[src/rtl/alu_pkg.sv]
// Shared definitions for the ALU command issuer.
//  - Default operand/opcode widths.
//  - ALU opcode encodings (OP_ADD .. OP_CSR, plus the two illegal codes).
//  - Issuer FSM state encoding.
package alu_pkg;

  localparam int DEF_DATA_W = 8;
  localparam int DEF_OP_W   = 4;

  localparam logic [3:0] OP_ADD   = 4'b0000;
  localparam logic [3:0] OP_SUB   = 4'b0001;
  localparam logic [3:0] OP_MUL   = 4'b0010;
  localparam logic [3:0] OP_DIV   = 4'b0011;
  localparam logic [3:0] OP_AND   = 4'b0100;
  localparam logic [3:0] OP_OR    = 4'b0101;
  localparam logic [3:0] OP_XOR   = 4'b0110;
  localparam logic [3:0] OP_NOT   = 4'b0111;
  localparam logic [3:0] OP_SHL   = 4'b1000;
  localparam logic [3:0] OP_SHR   = 4'b1001;
  localparam logic [3:0] OP_ROL   = 4'b1010;
  localparam logic [3:0] OP_ROR   = 4'b1011;
  localparam logic [3:0] OP_CMP   = 4'b1100;
  localparam logic [3:0] OP_CSR   = 4'b1101;
  localparam logic [3:0] OP_ILL_E = 4'b1110;
  localparam logic [3:0] OP_ILL_F = 4'b1111;

  typedef enum logic [1:0] {
    ST_IDLE  = 2'd0,
    ST_ISSUE = 2'd1,
    ST_RESP  = 2'd2
  } state_t;

endpackage

[src/rtl/alu_cmd_issuer_cmd_fifo.sv]
// cmd_fifo: synchronous FIFO buffering issuer commands.
// Ports:
//  clk, rst_n        clock, asynchronous active-low reset (pointers/count only)
//  push, wr_data     write request and data (ignored when full)
//  pop, rd_data      read request (ignored when empty); rd_data shows the head
//                    entry combinationally so a pop can consume it in the same cycle
//  full, empty,count occupancy status
module cmd_fifo #(
  parameter int WIDTH = 20,
  parameter int DEPTH = 4
) (
  input  logic                     clk,
  input  logic                     rst_n,
  input  logic                     push,
  input  logic [WIDTH-1:0]         wr_data,
  input  logic                     pop,
  output logic [WIDTH-1:0]         rd_data,
  output logic                     full,
  output logic                     empty,
  output logic [$clog2(DEPTH):0]   count
);

  localparam int AW = $clog2(DEPTH);

  logic [WIDTH-1:0] mem [DEPTH];
  logic [AW-1:0]    wr_ptr_reg;
  logic [AW-1:0]    rd_ptr_reg;
  logic [AW:0]      count_reg;
  logic             do_push;
  logic             do_pop;

  assign do_push = push & ~full;
  assign do_pop  = pop & ~empty;

  // Storage carries no reset; only the pointers define what is valid.
  always_ff @(posedge clk) begin
    if (do_push) begin
      mem[wr_ptr_reg] <= wr_data;
    end
  end

  // DEPTH is a power of two, so the pointers wrap naturally.
  always_ff @(posedge clk or negedge rst_n) begin
    if (!rst_n) begin
      wr_ptr_reg <= '0;
      rd_ptr_reg <= '0;
      count_reg  <= '0;
    end else begin
      if (do_push) begin
        wr_ptr_reg <= wr_ptr_reg + AW'(1);
      end
      if (do_pop) begin
        rd_ptr_reg <= rd_ptr_reg + AW'(1);
      end
      case ({do_push, do_pop})
        2'b10:   count_reg <= count_reg + (AW+1)'(1);
        2'b01:   count_reg <= count_reg - (AW+1)'(1);
        default: count_reg <= count_reg;
      endcase
    end
  end

  assign rd_data = mem[rd_ptr_reg];
  assign full    = (count_reg == (AW+1)'(DEPTH));
  assign empty   = (count_reg == '0);
  assign count   = count_reg;

endmodule

[src/rtl/alu_cmd_issuer.sv]
// alu_cmd_issuer: initiator side of the ALU opcode interface.
// Buffers {opcode, A, B} commands, drives a combinational ALU with registered
// operands, waits SETTLE_CYCLES, captures result/carry (with forced values for
// divide-by-zero and illegal opcodes) and returns a response over valid/ready.
// Ports:
//  clk, rst_n                          clock, asynchronous active-low reset
//  cmd_valid/cmd_ready                 command handshake
//  cmd_opcode, cmd_a, cmd_b            command payload
//  alu_opcode, alu_a, alu_b            registered ALU inputs
//  alu_result, alu_carry               ALU outputs
//  rsp_valid/rsp_ready                 response handshake
//  rsp_result, rsp_carry, rsp_zero,
//  rsp_error                           response payload
//  busy                                work in flight or buffered
module alu_cmd_issuer
  import alu_pkg::*;
#(
  parameter int DATA_W        = DEF_DATA_W,
  parameter int OP_W          = DEF_OP_W,
  parameter int FIFO_DEPTH    = 4,
  parameter int SETTLE_CYCLES = 1
) (
  input  logic              clk,
  input  logic              rst_n,
  input  logic              cmd_valid,
  output logic              cmd_ready,
  input  logic [OP_W-1:0]   cmd_opcode,
  input  logic [DATA_W-1:0] cmd_a,
  input  logic [DATA_W-1:0] cmd_b,
  output logic [OP_W-1:0]   alu_opcode,
  output logic [DATA_W-1:0] alu_a,
  output logic [DATA_W-1:0] alu_b,
  input  logic [DATA_W-1:0] alu_result,
  input  logic              alu_carry,
  output logic              rsp_valid,
  input  logic              rsp_ready,
  output logic [DATA_W-1:0] rsp_result,
  output logic              rsp_carry,
  output logic              rsp_zero,
  output logic              rsp_error,
  output logic              busy
);

  localparam int FW = OP_W + 2 * DATA_W;
  localparam int CW = $clog2(FIFO_DEPTH) + 1;
  localparam int SW = (SETTLE_CYCLES > 1) ? $clog2(SETTLE_CYCLES) : 1;

  logic [FW-1:0]     push_word;
  logic [FW-1:0]     pop_word;
  logic              fifo_full;
  logic              fifo_empty;
  logic [CW-1:0]     fifo_count;
  logic              fifo_push;
  logic              fifo_pop;

  state_t            state_reg;
  logic [SW-1:0]     settle_cnt_reg;
  logic              accept_en_reg;
  logic [OP_W-1:0]   alu_opcode_reg;
  logic [DATA_W-1:0] alu_a_reg;
  logic [DATA_W-1:0] alu_b_reg;
  logic              rsp_valid_reg;
  logic [DATA_W-1:0] rsp_result_reg;
  logic              rsp_carry_reg;
  logic              rsp_zero_reg;
  logic              rsp_error_reg;

  logic [DATA_W-1:0] cap_result;
  logic              cap_carry;
  logic              cap_error;

  // accept_en_reg keeps cmd_ready low while in reset and rises on the
  // first clock after release.
  assign cmd_ready = accept_en_reg & ~fifo_full;
  assign fifo_push = cmd_valid & cmd_ready;
  assign fifo_pop  = (state_reg == ST_IDLE) & ~fifo_empty;
  assign push_word = {cmd_opcode, cmd_a, cmd_b};

  cmd_fifo #(
    .WIDTH (FW),
    .DEPTH (FIFO_DEPTH)
  ) u_cmd_fifo (
    .clk     (clk),
    .rst_n   (rst_n),
    .push    (fifo_push),
    .wr_data (push_word),
    .pop     (fifo_pop),
    .rd_data (pop_word),
    .full    (fifo_full),
    .empty   (fifo_empty),
    .count   (fifo_count)
  );

  // Response values derived from the operands currently held on the ALU.
  always_comb begin
    cap_result = alu_result;
    cap_error  = 1'b0;
    cap_carry  = 1'b0;
    if ((alu_opcode_reg == OP_W'(OP_DIV)) && (alu_b_reg == '0)) begin
      cap_result = '1;
      cap_error  = 1'b1;
    end else if ((alu_opcode_reg == OP_W'(OP_ILL_E)) ||
                 (alu_opcode_reg == OP_W'(OP_ILL_F))) begin
      cap_result = '0;
      cap_error  = 1'b1;
    end
    if ((alu_opcode_reg == OP_W'(OP_ADD)) || (alu_opcode_reg == OP_W'(OP_SUB))) begin
      cap_carry = alu_carry;
    end
  end

  always_ff @(posedge clk or negedge rst_n) begin
    if (!rst_n) begin
      state_reg      <= ST_IDLE;
      settle_cnt_reg <= '0;
      accept_en_reg  <= 1'b0;
      alu_opcode_reg <= '0;
      alu_a_reg      <= '0;
      alu_b_reg      <= '0;
      rsp_valid_reg  <= 1'b0;
      rsp_result_reg <= '0;
      rsp_carry_reg  <= 1'b0;
      rsp_zero_reg   <= 1'b0;
      rsp_error_reg  <= 1'b0;
    end else begin
      accept_en_reg <= 1'b1;
      case (state_reg)
        ST_IDLE: begin
          if (!fifo_empty) begin
            alu_opcode_reg <= pop_word[FW-1 -: OP_W];
            alu_a_reg      <= pop_word[2*DATA_W-1 -: DATA_W];
            alu_b_reg      <= pop_word[DATA_W-1:0];
            settle_cnt_reg <= SW'(SETTLE_CYCLES - 1);
            state_reg      <= ST_ISSUE;
          end
        end
        ST_ISSUE: begin
          if (settle_cnt_reg != '0) begin
            settle_cnt_reg <= settle_cnt_reg - SW'(1);
          end else begin
            rsp_result_reg <= cap_result;
            rsp_carry_reg  <= cap_carry;
            rsp_zero_reg   <= (cap_result == '0);
            rsp_error_reg  <= cap_error;
            rsp_valid_reg  <= 1'b1;
            state_reg      <= ST_RESP;
          end
        end
        ST_RESP: begin
          // Payload registers are untouched here, so they stay stable
          // until the consumer takes the response.
          if (rsp_ready) begin
            rsp_valid_reg <= 1'b0;
            state_reg     <= ST_IDLE;
          end
        end
        default: begin
          state_reg <= ST_IDLE;
        end
      endcase
    end
  end

  assign alu_opcode = alu_opcode_reg;
  assign alu_a      = alu_a_reg;
  assign alu_b      = alu_b_reg;
  assign rsp_valid  = rsp_valid_reg;
  assign rsp_result = rsp_result_reg;
  assign rsp_carry  = rsp_carry_reg;
  assign rsp_zero   = rsp_zero_reg;
  assign rsp_error  = rsp_error_reg;
  assign busy       = (state_reg != ST_IDLE) || (fifo_count != '0);

endmodule

[config.mk]
export PLATFORM = sky130hd
export DESIGN_NAME = alu_cmd_issuer
export DESIGN_NICKNAME = d
export VERILOG_FILES = /design/src/rtl/alu_pkg.sv /design/src/rtl/alu_cmd_issuer_cmd_fifo.sv /design/src/rtl/alu_cmd_issuer.sv
export SDC_FILE = /design/constraint.sdc
export NUM_CORES = 1
export LEC_CHECK = 0
export ABC_AREA = 1
export BUFFER_PORTS_ARGS = -buffer_cell sky130_fd_sc_hd__buf_2
export CAP_MARGIN = 0
export CORE_MARGIN = 1
export CORE_UTILIZATION = 44
export DETAILED_ROUTE_END_ITERATION = 16
export PLACE_DENSITY = 0.64
export SETUP_SLACK_MARGIN = 0.02
export SLEW_MARGIN = 20
export SYNTH_ARGS = -nofsm -noshare
export SYNTH_HDL_FRONTEND = slang
export SYNTH_SLANG_ARGS = --single-unit
[constraint.sdc]
create_clock -name clk -period 2.3 [get_ports clk]
set_clock_uncertainty 0.05 [all_clocks]
set_input_delay 0.115 -clock clk [delete_from_list [all_inputs] [get_ports clk]]
set_output_delay 0.115 -clock clk [all_outputs]
set_load 0.005 [all_outputs]
==> results.sh <==
export IMPL_first_pass_iters=8
export IMPL_power_density_nw_per_um2=1280
export IMPL_postLayoutCoreUtil_pct=57.5
export IMPL_synthCells=410
export IMPL_finalWorstSetupSlack_ns=0.310
export IMPL_drtAntennaViolNets=0
export IMPL_cts_buffer_depth=2
export IMPL_pre_cts_slack_ns=0.322
export IMPL_grt_max_degree=42
export IMPL_clkPwrFrac_pct=28.5
export IMPL_crit_type="flop to flop"
export IMPL_share_comb_of_total_power_pct=31.7
export IMPL_maxCapViolCount=0
export IMPL_endpoint_kind="flop"
export IMPL_setup_violations=0
export IMPL_synthMuxAreaShare_pct=0
export IMPL_globalplace_congestion=0.773
export IMPL_htree_levels=4
export IMPL_clkLatencyLatePin_ns=0.51
export IMPL_largest_register_ff_count=80
export IMPL_rrSetupSlack_ns=0.31
export IMPL_synth_edff_count=80
export IMPL_io_buffers=66
export IMPL_viasPerCell=5.03
export IMPL_required_ns=2.70
export IMPL_rr_worst_depth=7
export IMPL_min_path_type="input port to async pin"
export IMPL_rows=38
export IMPL_tightest_slew_ns=0.624
export IMPL_first_iter_violations=208
export IMPL_synth_area_top_cells="edfxtp_1 (49%), dfrtp_1 (22%), nor2_1 (8.6%)"
export IMPL_diodes=0
export IMPL_antenna_found_initial=0
export IMPL_nets=564
export IMPL_peakVddDrop_mv=0.558
export IMPL_synthSimpleGateAreaFrac_pct=12.0
export IMPL_fmax_mhz=503
export IMPL_p_int_mw=5.27
export IMPL_synth_ff_type="edfxtp_1"
export IMPL_overflow=0
export IMPL_avgSynthCellArea_um2=11.9
export IMPL_avgRoutedWirePerCell_um=15.4
export IMPL_die_h_um=107
export IMPL_io_pins=67
export IMPL_core_um2=10800
export IMPL_synth_fa_ha_area_share_pct=1.70
export IMPL_syn_nets=449
export IMPL_slew_viol_final=0
export IMPL_synth_top_family_by_area="simple AND/OR/NAND/NOR gates"
export IMPL_worstReg2RegStart="alu_opcode[3]"
export IMPL_yosysWarnings=0
export IMPL_synth_compound_area_share_pct=9.87
export IMPL_root_buffer="clkbuf_8"
export IMPL_cts_made_buffers=17
export IMPL_fin_area_um2=6210
export IMPL_cp_arrival_ns=2.39
export IMPL_post_route_drc_count=0
export IMPL_power_switching_share_pct=33.9
export IMPL_p_sw_mw=2.70
export IMPL_p_leak_nw=2.47
export IMPL_rsz0062_at_grt="false"
export IMPL_cts_tree="done"
export IMPL_yosysTopAreaCellShare_pct=49.4
export IMPL_yosysTopAreaCell="edfxtp_1"
export IMPL_post_cts_buffers=0
export IMPL_die_w_um=107
export IMPL_ys_ff_latch=122
export IMPL_synth_xor_area_share_pct=0.720
export IMPL_regMostFlops="u_cmd_fifo.mem"
export IMPL_fin_crit_ns=1.99
export IMPL_grtUsageTotal_pct=19.7
export IMPL_cp_max_fo=12
export IMPL_vias=3407
export IMPL_hpwlAfterDp_mm=6.52
export IMPL_final_layout_size_suffix_gt1_share_pct=21.8
export IMPL_placed_cell_area_um2=5350
export IMPL_tns_ns=0
export IMPL_grt_pass1_wl_mm=16.5
export IMPL_wl_mm=10.4
export IMPL_synth_most_common_cell="nor2_1"
export IMPL_area_growth_pct=27.5
export IMPL_seqPwrFrac_pct=39.8
export IMPL_grt_pass1_vias=3414
export IMPL_ys_types=31
export IMPL_dieArea_um2=11500
export IMPL_synthesis_area_um2=4870
export IMPL_hold_violations=0
export IMPL_synth_common_cells="nor2_1 (112), edfxtp_1 (80), o21ai_0 (47), dfrtp_1 (42), nand2_1 (22)"
export IMPL_clkTransAtPathRegs_ns=0.05
export IMPL_floorplan_initialDensity_pct=45.1
export IMPL_async_flop_share_pct=34.4
export IMPL_status="completed"
export IMPL_period_share_pct=86.5
export IMPL_startpoint_type="flop"
export IMPL_yosysSeqAreaShare_pct=71.0
export IMPL_r2r_end="rsp_zero"
export IMPL_slew_headroom_pct=58.4
export IMPL_clock_sinks=122
==> placed cells by master, fill, tap and decap left out <==
cell and count:
nor2_1 108, edfxtp_1 80, buf_2 66, o21ai_0 47
dfrtp_1 42, dlygate4sd3_1 34, nand2_1 22, a31oi_1 21
inv_1 19, clkbuf_16 17, buf_4 15, a21oi_1 9
clkbuf_1 8, nand3_1 7, nor2_2 5, o22ai_1 5
ha_1 5, o21ai_1 4, xor2_1 3, clkbuf_8 3
clkinv_2 3, inv_2 2, nand2_2 2, inv_4 1
nand4_1 1, nor2_4 1, and3_1 1, a21oi_2 1
nor3_1 1, xnor2_1 1, o21ai_2 1, fa_1 1
conb_1 1
==> per-layer routing <==
metal	wire, um	vias up	track usage, %
met5	0	-	0
met4	121	0	8.71
met3	547	14	6.38
met2	5230	89	33.2
met1	4510	1656	22.8
li1	-	1648	-
==> worst max-delay path by stage <==
stage | startpoint | end | slack (ns)
after floorplan | u_cmd_fifo.count[1] | u_cmd_fifo.mem[0][0] | 0.12
after global placement | u_cmd_fifo.count[1] | u_cmd_fifo.count[2] | 0.39
after detailed placement | u_cmd_fifo.count[1] | u_cmd_fifo.count[2] | 0.32
after CTS | u_cmd_fifo.count[1] | u_cmd_fifo.count[2] | 0.32
after global routing | alu_opcode[3] | rsp_zero | 0.15
final | alu_opcode[3] | rsp_zero | 0.31
==> power by group through the flow <==
stage	logic (mW)	clock network [mW]	registers, mW
finish	2.53	2.27	3.17
global route	2.89	2.41	3.23
CTS	2.56	2.31	3.18
detailed placement	2.49	0	3.22
global placement	2.41	0	3.20
floorplan	1.77	0	3.19
==> final cells by class <==
cell class                      count  area, um2
Clock buffer                       28        497
Clock inverter                      3       15.0
Fill cell                         903       4590
Inverter                           22       85.1
Multi-Input combinational cell    247       1200
Sequential cell                   122       3450
Tap cell                          140        175
Timing Repair Buffer              115        783
==> worst max-delay path, stage by stage, from the launching register on <==
cell	delay [ns]
dfrtp_1	0.42
nand3_1	0.35
o21ai_0	0.20
dlygate4sd3_1	0.57
nand3_1	0.09
nor2_1	0.14
nand2_1	0.06
nand2_1	0.05
==> repair_timing <==
action | in CTS | in global routing
resized for setup | 0 | 0
hold buffers | 34 | 0
endpoints found under the hold margin | 135 | 0
setup endpoints to repair | 0 | 0
==> logic make-up (layout without fill, tap and decap cells) <==
kind of cell / count (synthesis) / in the layout
XOR/XNOR: 4 / 4
AND/OR/NAND/NOR: 148 / 148
buffers and inverters: 41 / 168
adder cells (fa/ha/maj): 6 / 6
flip-flops: 122 / 122
other: 1 / 1
AO/OA/AOI/OAI: 88 / 88
==> stage by stage <==
stage | cells | hold WS, ns | power (mW)
finish | 677 | 0.0736 | 7.97
CTS | 677 | 0.0742 | 8.05
global route | 677 | 0.0848 | 8.53
floorplan | 410 | -0.231 | 4.96
global placement | 612 | -0.0215 | 5.61
detailed placement | 612 | -0.0177 | 5.70
(Power assumes the default switching activity.)
